===== src/rtl/msg_seq_pkg.sv =====
// Shared symbol codes, state encoding and default message for the message sequencer.
package msg_seq_pkg;

  localparam int unsigned BLANK = 0;
  localparam int unsigned H     = 1;
  localparam int unsigned E     = 2;
  localparam int unsigned L     = 3;
  localparam int unsigned O     = 4;

  localparam int unsigned DEFAULT_LEN = 5;

  typedef enum logic [1:0] {
    S_IDLE = 2'd0,
    S_SHOW = 2'd1,
    S_GAP  = 2'd2
  } state_e;

  // Default message "HELLO"; entries past the end read as BLANK.
  function automatic int unsigned default_sym(input int unsigned idx);
    int unsigned sym;
    case (idx)
      0:       sym = H;
      1:       sym = E;
      2:       sym = L;
      3:       sym = L;
      4:       sym = O;
      default: sym = BLANK;
    endcase
    return sym;
  endfunction

endpackage


===== src/rtl/msg_sequencer_if.sv =====
// Control/status bundle of the message sequencer. Digits exists only when MSG_SCROLL_EN is defined.
interface msg_sequencer_if #(
  parameter int unsigned SYM_W      = 3,
  parameter int unsigned MSG_LEN    = 5,
  parameter int unsigned NUM_DIGITS = 4
);
  localparam int unsigned AW = (MSG_LEN > 1) ? $clog2(MSG_LEN) : 1;

  logic             Start;
  logic             Abort;
  logic             Loop;
  logic             Hold;
  logic             Tick;
  logic             WrEn;
  logic [AW-1:0]    WrAddr;
  logic [SYM_W-1:0] WrData;
  logic [SYM_W-1:0] Out;
  logic             Valid;
  logic             Busy;
  logic             Done;
  logic [AW-1:0]    Index;
`ifdef MSG_SCROLL_EN
  logic [NUM_DIGITS*SYM_W-1:0] Digits;
`endif

  modport master (
    output Start, Abort, Loop, Hold, Tick, WrEn, WrAddr, WrData,
`ifdef MSG_SCROLL_EN
    input  Digits,
`endif
    input  Out, Valid, Busy, Done, Index
  );

  modport slave (
    input  Start, Abort, Loop, Hold, Tick, WrEn, WrAddr, WrData,
`ifdef MSG_SCROLL_EN
    output Digits,
`endif
    output Out, Valid, Busy, Done, Index
  );

endinterface


===== src/rtl/msg_store.sv =====
// Runtime-writable message register file: sync reset to the default message, one write, one comb read.
module msg_store
  import msg_seq_pkg::*;
#(
  parameter int unsigned SYM_W   = 3,
  parameter int unsigned MSG_LEN = 5,
  parameter int unsigned AW      = 3
) (
  input  logic             Clock,
  input  logic             Reset,
  input  logic             wr_en,
  input  logic [AW-1:0]    wr_addr,
  input  logic [SYM_W-1:0] wr_data,
  input  logic [AW-1:0]    rd_addr,
  output logic [SYM_W-1:0] rd_data
);

  logic [SYM_W-1:0] mem [MSG_LEN];

  // Out-of-range write addresses are dropped rather than aliased.
  always_ff @(posedge Clock) begin
    if (!Reset) begin
      for (int i = 0; i < int'(MSG_LEN); i++) begin
        mem[i] <= SYM_W'(default_sym(32'(i)));
      end
    end else if (wr_en && (32'(wr_addr) < MSG_LEN)) begin
      mem[wr_addr] <= wr_data;
    end
  end

  assign rd_data = mem[rd_addr];

endmodule


===== src/rtl/msg_sequencer.sv =====
// Message sequencer FSM: plays the stored symbol string then a blank gap, once or looping.
// Optional scroll window register enabled by defining MSG_SCROLL_EN.
module msg_sequencer
  import msg_seq_pkg::*;
#(
  parameter int unsigned SYM_W      = 3,
  parameter int unsigned MSG_LEN    = 5,
  parameter int unsigned GAP_LEN    = 3,
  parameter int unsigned NUM_DIGITS = 4
) (
  input  logic           Clock,
  input  logic           Reset,
  msg_sequencer_if.slave bus
);

  localparam int unsigned IW = (MSG_LEN > 1) ? $clog2(MSG_LEN) : 1;
  localparam int unsigned GW = (GAP_LEN > 0) ? $clog2(GAP_LEN + 1) : 1;

  localparam logic [1:0] IDLE = S_IDLE;
  localparam logic [1:0] SHOW = S_SHOW;
  localparam logic [1:0] GAP  = S_GAP;

  localparam logic [IW-1:0]    LAST_IDX  = IW'(MSG_LEN - 1);
  localparam logic [GW-1:0]    LAST_GAP  = GW'((GAP_LEN > 0) ? GAP_LEN - 1 : 0);
  localparam logic [SYM_W-1:0] BLANK_SYM = SYM_W'(BLANK);

  logic [1:0]       state, state_n;
  logic [SYM_W-1:0] out_q, out_n;
  logic [IW-1:0]    index_q, index_n;
  logic [GW-1:0]    gap_q, gap_n;
  logic             valid_q, busy_q, done_q, done_n;
  logic             load_c, eof_c, adv_c;
  logic [IW-1:0]    rd_addr_c;
  logic [SYM_W-1:0] rd_data;

  msg_store #(
    .SYM_W   (SYM_W),
    .MSG_LEN (MSG_LEN),
    .AW      (IW)
  ) u_store (
    .Clock   (Clock),
    .Reset   (Reset),
    .wr_en   (bus.WrEn),
    .wr_addr (bus.WrAddr),
    .wr_data (bus.WrData),
    .rd_addr (rd_addr_c),
    .rd_data (rd_data)
  );

  assign adv_c = bus.Tick && !bus.Hold;

  always_ff @(posedge Clock) begin
    if (!Reset) state <= IDLE;
    else        state <= state_n;
  end

  // Next state and next output values; Abort is applied last so it overrides everything.
  always_comb begin
    state_n   = state;
    out_n     = out_q;
    index_n   = index_q;
    gap_n     = gap_q;
    done_n    = 1'b0;
    load_c    = 1'b0;
    eof_c     = 1'b0;
    rd_addr_c = '0;

    case (state)
      IDLE: begin
        if (bus.Start) begin
          state_n = SHOW;
          index_n = '0;
          out_n   = rd_data;
          load_c  = 1'b1;
        end
      end
      SHOW: begin
        if (adv_c) begin
          if (index_q < LAST_IDX) begin
            index_n   = index_q + 1'b1;
            rd_addr_c = index_q + 1'b1;
            out_n     = rd_data;
            load_c    = 1'b1;
          end else if (GAP_LEN > 0) begin
            state_n = GAP;
            gap_n   = '0;
            out_n   = BLANK_SYM;
            load_c  = 1'b1;
          end else begin
            eof_c = 1'b1;
          end
        end
      end
      GAP: begin
        if (adv_c) begin
          if (gap_q >= LAST_GAP) eof_c = 1'b1;
          else                   gap_n = gap_q + 1'b1;
        end
      end
      default: state_n = IDLE;
    endcase

    if (eof_c) begin
      done_n    = 1'b1;
      gap_n     = '0;
      index_n   = '0;
      rd_addr_c = '0;
      load_c    = 1'b1;
      if (bus.Loop) begin
        state_n = SHOW;
        out_n   = rd_data;
      end else begin
        state_n = IDLE;
        out_n   = BLANK_SYM;
      end
    end

    if (bus.Abort) begin
      state_n = IDLE;
      out_n   = BLANK_SYM;
      index_n = '0;
      gap_n   = '0;
      done_n  = 1'b0;
      load_c  = 1'b0;
    end
  end

  // Status flags are registered alongside the state so they line up with it.
  always_ff @(posedge Clock) begin
    if (!Reset) begin
      out_q   <= BLANK_SYM;
      index_q <= '0;
      gap_q   <= '0;
      valid_q <= 1'b0;
      busy_q  <= 1'b0;
      done_q  <= 1'b0;
    end else begin
      out_q   <= out_n;
      index_q <= index_n;
      gap_q   <= gap_n;
      valid_q <= (state_n == SHOW);
      busy_q  <= (state_n != IDLE);
      done_q  <= done_n;
    end
  end

  assign bus.Out   = out_q;
  assign bus.Index = index_q;
  assign bus.Valid = valid_q;
  assign bus.Busy  = busy_q;
  assign bus.Done  = done_q;

`ifdef MSG_SCROLL_EN
  localparam int unsigned DW = NUM_DIGITS * SYM_W;

  logic [DW-1:0] digits_q;

  // Newest symbol enters the low slot whenever Out is reloaded.
  always_ff @(posedge Clock) begin
    if (!Reset || bus.Abort) digits_q <= '0;
    else if (load_c)         digits_q <= (digits_q << SYM_W) | DW'(out_n);
  end

  assign bus.Digits = digits_q;
`endif

endmodule


===== src/flat_wrapper.sv =====
// flat-port wrapper written by rule: the top's interface ports become plain ports
module msg_sequencer_flat import msg_seq_pkg::*;
#(
  parameter int unsigned SYM_W      = 3,
  parameter int unsigned MSG_LEN    = 5,
  parameter int unsigned GAP_LEN    = 3,
  parameter int unsigned NUM_DIGITS = 4
)
  (Clock, Reset, bus_Start, bus_Abort, bus_Loop, bus_Hold, bus_Tick, bus_WrEn, bus_WrAddr, bus_WrData, bus_Out, bus_Valid, bus_Busy, bus_Done, bus_Index);
  msg_sequencer_if #(.SYM_W(SYM_W), .MSG_LEN(MSG_LEN), .NUM_DIGITS(NUM_DIGITS)) bus_i ();
  input  logic Clock;
  input  logic Reset;
  input wire logic [$bits(bus_i.Start)-1:0] bus_Start;
  input wire logic [$bits(bus_i.Abort)-1:0] bus_Abort;
  input wire logic [$bits(bus_i.Loop)-1:0] bus_Loop;
  input wire logic [$bits(bus_i.Hold)-1:0] bus_Hold;
  input wire logic [$bits(bus_i.Tick)-1:0] bus_Tick;
  input wire logic [$bits(bus_i.WrEn)-1:0] bus_WrEn;
  input wire logic [$bits(bus_i.WrAddr)-1:0] bus_WrAddr;
  input wire logic [$bits(bus_i.WrData)-1:0] bus_WrData;
  output wire logic [$bits(bus_i.Out)-1:0] bus_Out;
  output wire logic [$bits(bus_i.Valid)-1:0] bus_Valid;
  output wire logic [$bits(bus_i.Busy)-1:0] bus_Busy;
  output wire logic [$bits(bus_i.Done)-1:0] bus_Done;
  output wire logic [$bits(bus_i.Index)-1:0] bus_Index;
  assign bus_i.Start = bus_Start;
  assign bus_i.Abort = bus_Abort;
  assign bus_i.Loop = bus_Loop;
  assign bus_i.Hold = bus_Hold;
  assign bus_i.Tick = bus_Tick;
  assign bus_i.WrEn = bus_WrEn;
  assign bus_i.WrAddr = bus_WrAddr;
  assign bus_i.WrData = bus_WrData;
  assign bus_Out = bus_i.Out;
  assign bus_Valid = bus_i.Valid;
  assign bus_Busy = bus_i.Busy;
  assign bus_Done = bus_i.Done;
  assign bus_Index = bus_i.Index;
  msg_sequencer #(.SYM_W(SYM_W), .MSG_LEN(MSG_LEN), .GAP_LEN(GAP_LEN), .NUM_DIGITS(NUM_DIGITS)) u_core (.Clock(Clock), .Reset(Reset), .bus(bus_i));
endmodule

===== config.mk =====
export PLATFORM = sky130hd
export DESIGN_NAME = msg_sequencer_flat
export DESIGN_NICKNAME = d
export VERILOG_FILES = /design/src/rtl/msg_seq_pkg.sv /design/src/rtl/msg_sequencer_if.sv /design/src/rtl/msg_store.sv /design/src/rtl/msg_sequencer.sv /design/src/flat_wrapper.sv
export SDC_FILE = /design/constraint.sdc
export NUM_CORES = 1
export LEC_CHECK = 0
export ABC_AREA = 1
export BUFFER_PORTS_ARGS = -buffer_cell sky130_fd_sc_hd__buf_4
export CAP_MARGIN = 20
export CORE_MARGIN = 2
export CORE_UTILIZATION = 58
export CTS_CLUSTER_SIZE = 24
export DETAILED_ROUTE_END_ITERATION = 10
export PLACE_DENSITY = 0.83
export SETUP_SLACK_MARGIN = 0.02
export SYNTH_ARGS = -nofsm -noshare
export SYNTH_HDL_FRONTEND = slang
export SYNTH_HIERARCHICAL = 1
export SYNTH_SLANG_ARGS = --single-unit

===== constraint.sdc =====
create_clock -name Clock -period 3.2 [get_ports Clock]
set_clock_uncertainty 0.15 [all_clocks]
set_input_delay 0.64 -clock Clock [delete_from_list [all_inputs] [get_ports Clock]]
set_output_delay 0.64 -clock Clock [all_outputs]
set_load 0.02 [all_outputs]

## Word-level counts from Yosys, hierarchy flattened

Memory sizes are Yosys's and may differ from the RTL's.
Cells that the tools add are included.

| storage, ports and cells | value |
|---|---|
| latch bits | 0 |
| bits in read-only memories | 0 |
| word-level logic and storage cells | 80 |
| memories | 1 |
| register bits | 13 |
| memory bits (writable) | 15 |

Memories:

| name | depth | bits a word | read ports | clocked after memory_dff | write ports | line | RTL |
|---|---|---|---|---|---|---|---|
| u_core.u_store.mem | 5 | 3 | 1 | 0 | 5 | msg_store.sv:18 | `logic [SYM_W-1:0] mem [MSG_LEN];` |

| operators by class | value |
|---|---|
| reductions and logical operators | 14 |
| multiply operators | 0 |
| eq/ne operators | 11 |
| bitwise operators | 1 |
| order comparisons | 3 |
| $add $sub $neg | 2 |
| shift operators | 0 |
| divide/modulo/power cells | 0 |
| multiplexer cells | 41 |

Operator list:

| operator | number |
|---|---|
| 3-bit two-way mux | 18 |
| 2-bit two-way mux | 9 |
| 3-bit case mux with 2 select lines | 2 |
| 1-bit two-way mux | 10 |
| 3-bit less-than comparator, second input constant | 2 |
| 2-bit by 1-bit inequality test with 1-bit output, second input constant | 3 |
| 2-bit inequality test, second input constant | 3 |
| 2-bit case mux with 3 select lines | 1 |
| 2-bit nonzero test | 3 |
| 3-bit OR reduction | 2 |
| 5-bit AND reduction | 1 |
| 2-bit by 1-bit equality test with 1-bit output, second input constant | 2 |
| 2-bit case mux with 2 select lines | 1 |
| 4-bit AND reduction | 1 |
| 3-bit by 1-bit adder with 3-bit output, second input constant | 1 |
| 3-bit by 1-bit inequality test with 1-bit output, second input constant | 1 |
| 3-bit by 2-bit inequality test with 1-bit output, second input constant | 1 |
| 3-bit AND reduction | 1 |
| 3-bit nonzero test | 1 |
| 2-bit by 1-bit adder with 2-bit output, second input constant | 1 |
| 2-bit equality test, second input constant | 1 |
| 2-bit greater-or-equal comparator, second input constant | 1 |
| 1-bit logical AND | 2 |
| 2-bit logical NOT | 1 |
| other kinds (3) | 3 |

## Logic depth before layout (Yosys ltp)

An unclocked memory read counts as a cell.

| logic depth | value |
|---|---|
| word-level depth | 10 |
| gate-level depth with buffers | 20 |

## Cells and area by module

Netlist, hierarchy kept.

By module, submodules not included:

| module | area each (um^2) | cells an instance | instances | seq. area each (um^2) |
|---|---|---|---|---|
| msg_store | 1249.9 | 146 | 1 | 720.7 |
| msg_sequencer | 859.6 | 138 | 1 | 260.2 |

## Worst setup path after synthesis

Ideal clock, no wire load.

| path | value |
|---|---|
| path type | input to register |
| start point | input port bus_Hold |
| end point | register u_core.out_q[1], in the netlist u_core/bus.Out[1] |
| path buffers | 1 |
| required time | 2.939 ns |
| path slack | 0.674 ns |
| cell stages on the path | 19 |
| arrival | 2.264 ns |
| cells stage by stage | inv_1 nand2_1 inv_2 nand2_1 nor3_1 clkbuf_8 nand2_1 nand3_1 nand2_1 nand2_1 nand2_1 inv_1 nor2_1 nand2_1 nand2_1 nand2_1 nand2_1 nor2_1 nor2_1 |

| on the way | value |
|---|---|
| cells in the longest elaborated chain, start to end | 10 |
| elaborated cells on any way between the ends | 18 |

Ends and longest elaborated chain:

| what | line | RTL |
|---|---|---|
| start: declaration | flat_wrapper.sv:16 | `input wire logic [$bits(bus_i.Hold)-1:0] bus_Hold;` |
| 1-bit logical NOT * | msg_sequencer.sv:50 | `assign adv_c = bus.Tick && !bus.Hold;` |
| 1-bit logical AND * | msg_sequencer.sv:50 |  |
| 3-bit two-way mux / 1-bit two-way mux (equally long branches) | msg_sequencer.sv:78, msg_sequencer.sv:95 |  |
| 3-bit two-way mux / 1-bit two-way mux (equally long branches) | n/a |  |
| 3-bit two-way mux * | msg_sequencer.sv:103 | `if (eof_c) begin` |
| via u_core.rd_addr_c[0] | msg_sequencer.sv:33 | `logic [IW-1:0] rd_addr_c;` |
| memory read 5 x 3 bit * | n/a |  |
| via u_core.rd_data[1] | msg_sequencer.sv:34 | `logic [SYM_W-1:0] rd_data;` |
| 3-bit two-way mux | msg_sequencer.sv:79 | `if (index_q < LAST_IDX) begin` |
| 3-bit two-way mux | msg_sequencer.sv:78 | `if (adv_c) begin` |
| 3-bit case mux with 2 select lines | msg_sequencer.sv:68 | `case (state)` |
| 3-bit two-way mux * | msg_sequencer.sv:103 |  |
| end signal: assignment | msg_sequencer.sv:138 | `out_q <= out_n;` |
| end: declaration | msg_sequencer.sv:28 | `logic [SYM_W-1:0] out_q, out_n;` |

Mark *: on every way through the listed nets, which the timed path passes. The rest lies on a longest branch. The select of a mux whose other input is x is not followed.
A chain may end at the register's enable or synchronous reset.

## Worst setup path in the final report

| path | value |
|---|---|
| start point | register u_core.gap_q[0] |
| end point | register u_core.out_q[2], in the netlist u_core/bus.Out[2] |

| on the way | value |
|---|---|
| cells in the longest elaborated chain, start to end | 10 |
| elaborated cells on any way between the ends | 16 |

Ends and longest elaborated chain:

| what | line | RTL |
|---|---|---|
| start: declaration | msg_sequencer.sv:30 | `logic [GW-1:0] gap_q, gap_n;` |
| start signal: assignment | msg_sequencer.sv:140 | `gap_q <= gap_n;` |
| 2-bit greater-or-equal comparator * | msg_sequencer.sv:96 | `if (gap_q >= LAST_GAP) eof_c = 1'b1;` |
| 1-bit two-way mux * | msg_sequencer.sv:96 |  |
| 1-bit two-way mux * | msg_sequencer.sv:95 | `if (adv_c) begin` |
| 1-bit two-way mux * | n/a |  |
| 3-bit two-way mux * | msg_sequencer.sv:103 |  |
| via u_core.rd_addr_c[0] | msg_sequencer.sv:33 |  |
| memory read 5 x 3 bit * | n/a |  |
| via u_core.rd_data[2] | msg_sequencer.sv:34 |  |
| 3-bit two-way mux | msg_sequencer.sv:79 |  |
| 3-bit two-way mux | msg_sequencer.sv:78 |  |
| 3-bit case mux with 2 select lines | msg_sequencer.sv:68 |  |
| 3-bit two-way mux * | msg_sequencer.sv:103 |  |

Marks and branches as above.

==> results.md <==
- Outcome: finished, final reports clean
- Crit path DAT: 2590 ps
- Compound-Gate Fraction of Synth Area: 0.00949
- CP Data Required Time: 3300 ps
- Inserted Clock Buffers: 5
- Fillers: 285
- Total Power: 989 uW
- Die height: 64.3 um
- Hold Buf Count CTS: 0
- Yosys reg bits: 37
- Drt first pass iters: 5
- Post-synth cell types: 26
- Setup ws final: between 700 and 800 ps
- Xor-xnor portion of the synthesized cell area: 0
- Worst hold path type: in2reg
- Critical Path Start Type: flop
- # H-tree levels: 2
- Top cells by area, synth: edfxtp_1 (34%), nand2_1 (17%), dfxtp_1 (12%)
- First-pass GRT wire length: around 6700 um
- Fin. max-slew vios: 0
- GRT overflow: 0
- Post-Syn Area per Cell: 7.43 um2
- Peak Freq: 401 MHz
- Routed WL: 3780 um
- Post-Syn Area: between 0.002 and 0.0025 mm2
- Resize count post-CTS: 0
- Critical path's most frequent cell: nand2_1
- Static Leakage: 0.00127 uW
- Share of cells above drive strength 1: 0.184
- Max stage delay on crit path: between 300 and 400 ps
- Crit Path Class: reg2reg
- Mux cell area share after synthesis: 0
- PortBufs: 22
- Largest net degree at the start of global routing: 14
- Vias: about 1.8k
- Worst Setup End Kind: flop
- Tot GR Track Use: 0.211
- Die Area: 0.00414 mm2
- # IOs: 23
- Initial antenna violation count: 0
- Core area: around 0.0034 mm2
- Vias in the first global route: 1721
- Initial DRC count: 93
- Final setup TNS: 0 ps
- Mapped Cells: approximately 280
- Die span in x: 64.3 um
- Starting Density: 0.618
- Most common cell after layout, fill and taps aside: nand2_1
- Antenna Violating Nets Remaining: 0
- Post-route DRC violation count: 0
- Gpl congestion: approximately 0.83
- Worst-path clk slew: 120 ps
- Area Overhead vs Synth: 15.1%
- Worst skew pair latency: 340 ps
- Critical path's top delay family: simple AND/OR/NAND/NOR gates
- Post-DR wirelength/cell: 10.3 um
- Clk sinks: 37
- Post-DR vias/cell: 4.78
- Crit path max fanout: 12
- DP Worst Slack: around 470 ps
- Final Net Count: 337
- Most frequent cells in the layout: nand2_1 (93), inv_1 (51), nor2_1 (35)
- Ys Warns: 6
- RSZ-0062 raised after global routing: no
- CTS tree: yes
- Simple-Gate Fraction of Synth Area: 0.386
- Clock Path Buffers: 2
- Pwr dens: around 410 mW/mm2
- MaxCap Viol Count: 0
- Post-route clock period utilization: 0.779
- Post-CTS Setup Inserts: 0
- Cell breakdown of the critical path: inv_1 > ha_1 > nor2_2 > nor2_8 > nor3_1 > buf_4 > nand2_1 > nand3_1 > nand2_1 > nand2_1 > nand2_1 > inv_1 > nor2_1 > nand2_1 > nand2_1 > nand2_1 > nand2_1 > nor2_1 > nor2_1
- DPL Wire Length: 3020 um
- Tmin final: between 2000 and 2500 ps
- Row Count: 21
- Root Buffer: clkbuf_4
- Post-Synth Adder-Cell Area: 0.0178
- Final setup vio count: 0
- Diode count: 0
- Sequential-to-total area share from yosys stat: 0.465
- Worst vdd ir: 0.256 mV
- Endpoints failing hold: 0
- Largest family of logic cells by synthesized area: simple AND/OR/NAND/NOR gates
- Synth top area share: 0.342
- Buf/Inv on CP: 3
- Cell taking the most area after synthesis: edfxtp_1
- Slowest cell on crit path: dfxtp_1
cell usage after synthesis, drive strengths merged:
cell type and count:
nand2 103, inv 58, nor2 43, nand3 25, edfxtp 24, dfxtp 13
a21oi 3, ha 3, nand3b 3, nor3 2, or2 2, buf 1
clkbuf 1, clkinv 1, conb 1, o21ai 1
through the flow:
stage / area [um2] / util / hold WS (ps) / cells
5_1_grt: 2430 / 0.711 / 319 / 367
3_5_place_dp: 2340 / 0.686 / 318 / 359
6_report: 2430 / 0.711 / 341 / 367
3_3_place_gp: 2340 / 0.686 / 312 / 359
4_1_cts: 2430 / 0.711 / 322 / 367
2_1_floorplan: 2140 / - / 298 / 292
flip-flops by register name, indices dropped and copies added (netlist names):
name / flops
u_core/bus.Out: 3
u_core/state: 2
u_core/u_store/mem: 24
u_core/bus.Valid: 1
u_core/bus.Done: 1
u_core/gap_q: 2
u_core/bus.Index: 3
u_core/bus.Busy: 1
final timing paths:
check,startpoint,to,slack (ps),depth (start not counted)
max,u_core/gap_q[0]$_SDFFE_PP0P_,u_core/bus.Out[2]$_SDFFE_PP0P_,710,19
min reg2reg,u_core/gap_q[0]$_SDFFE_PP0P_,u_core/gap_q[0]$_SDFFE_PP0P_,350,2
max reg2reg,u_core/gap_q[0]$_SDFFE_PP0P_,u_core/bus.Out[2]$_SDFFE_PP0P_,710,19
min,bus_WrData[2],u_core/u_store/mem[5][2]$_DFFE_PP_,340,1
cells by family (layout without fill, tap and decap cells):
kind of cell / Yosys count / after routing
buf+inv: 61 / 90
compound gates: 4 / 4
flops: 37 / 37
simple gates: 178 / 178
other cells: 1 / 9
fa+ha+maj: 3 / 3
metal layers:
layer / wire length (um) / global-route usage
met1: 1440 / 0.197
met5: 0 / 0
met2: 2060 / 0.404
met4: 105 / 0.122
met3: 172 / 0.0563
final cells by class:
type | count | area (um2) | area share
sequential | 37 | 981 | 0.404
multi-input combinational | 194 | 905 | 0.372
inverter | 59 | 229 | 0.0943
timing repair buffer | 23 | 173 | 0.0711
tap | 46 | 57.6 | 0.0237
clock inverter | 3 | 46.3 | 0.0191
clock buffer | 5 | 37.5 | 0.0155
power by group:
| part | total, uW | switching, uW | internal (uW) |
|---|---|---|---|
| logic | 123 | 78.1 | 44.8 |
| registers | 541 | 7.25 | 534 |
| clock network | 325 | 160 | 165 |
Note: power is estimated with default switching activity, not from simulation.
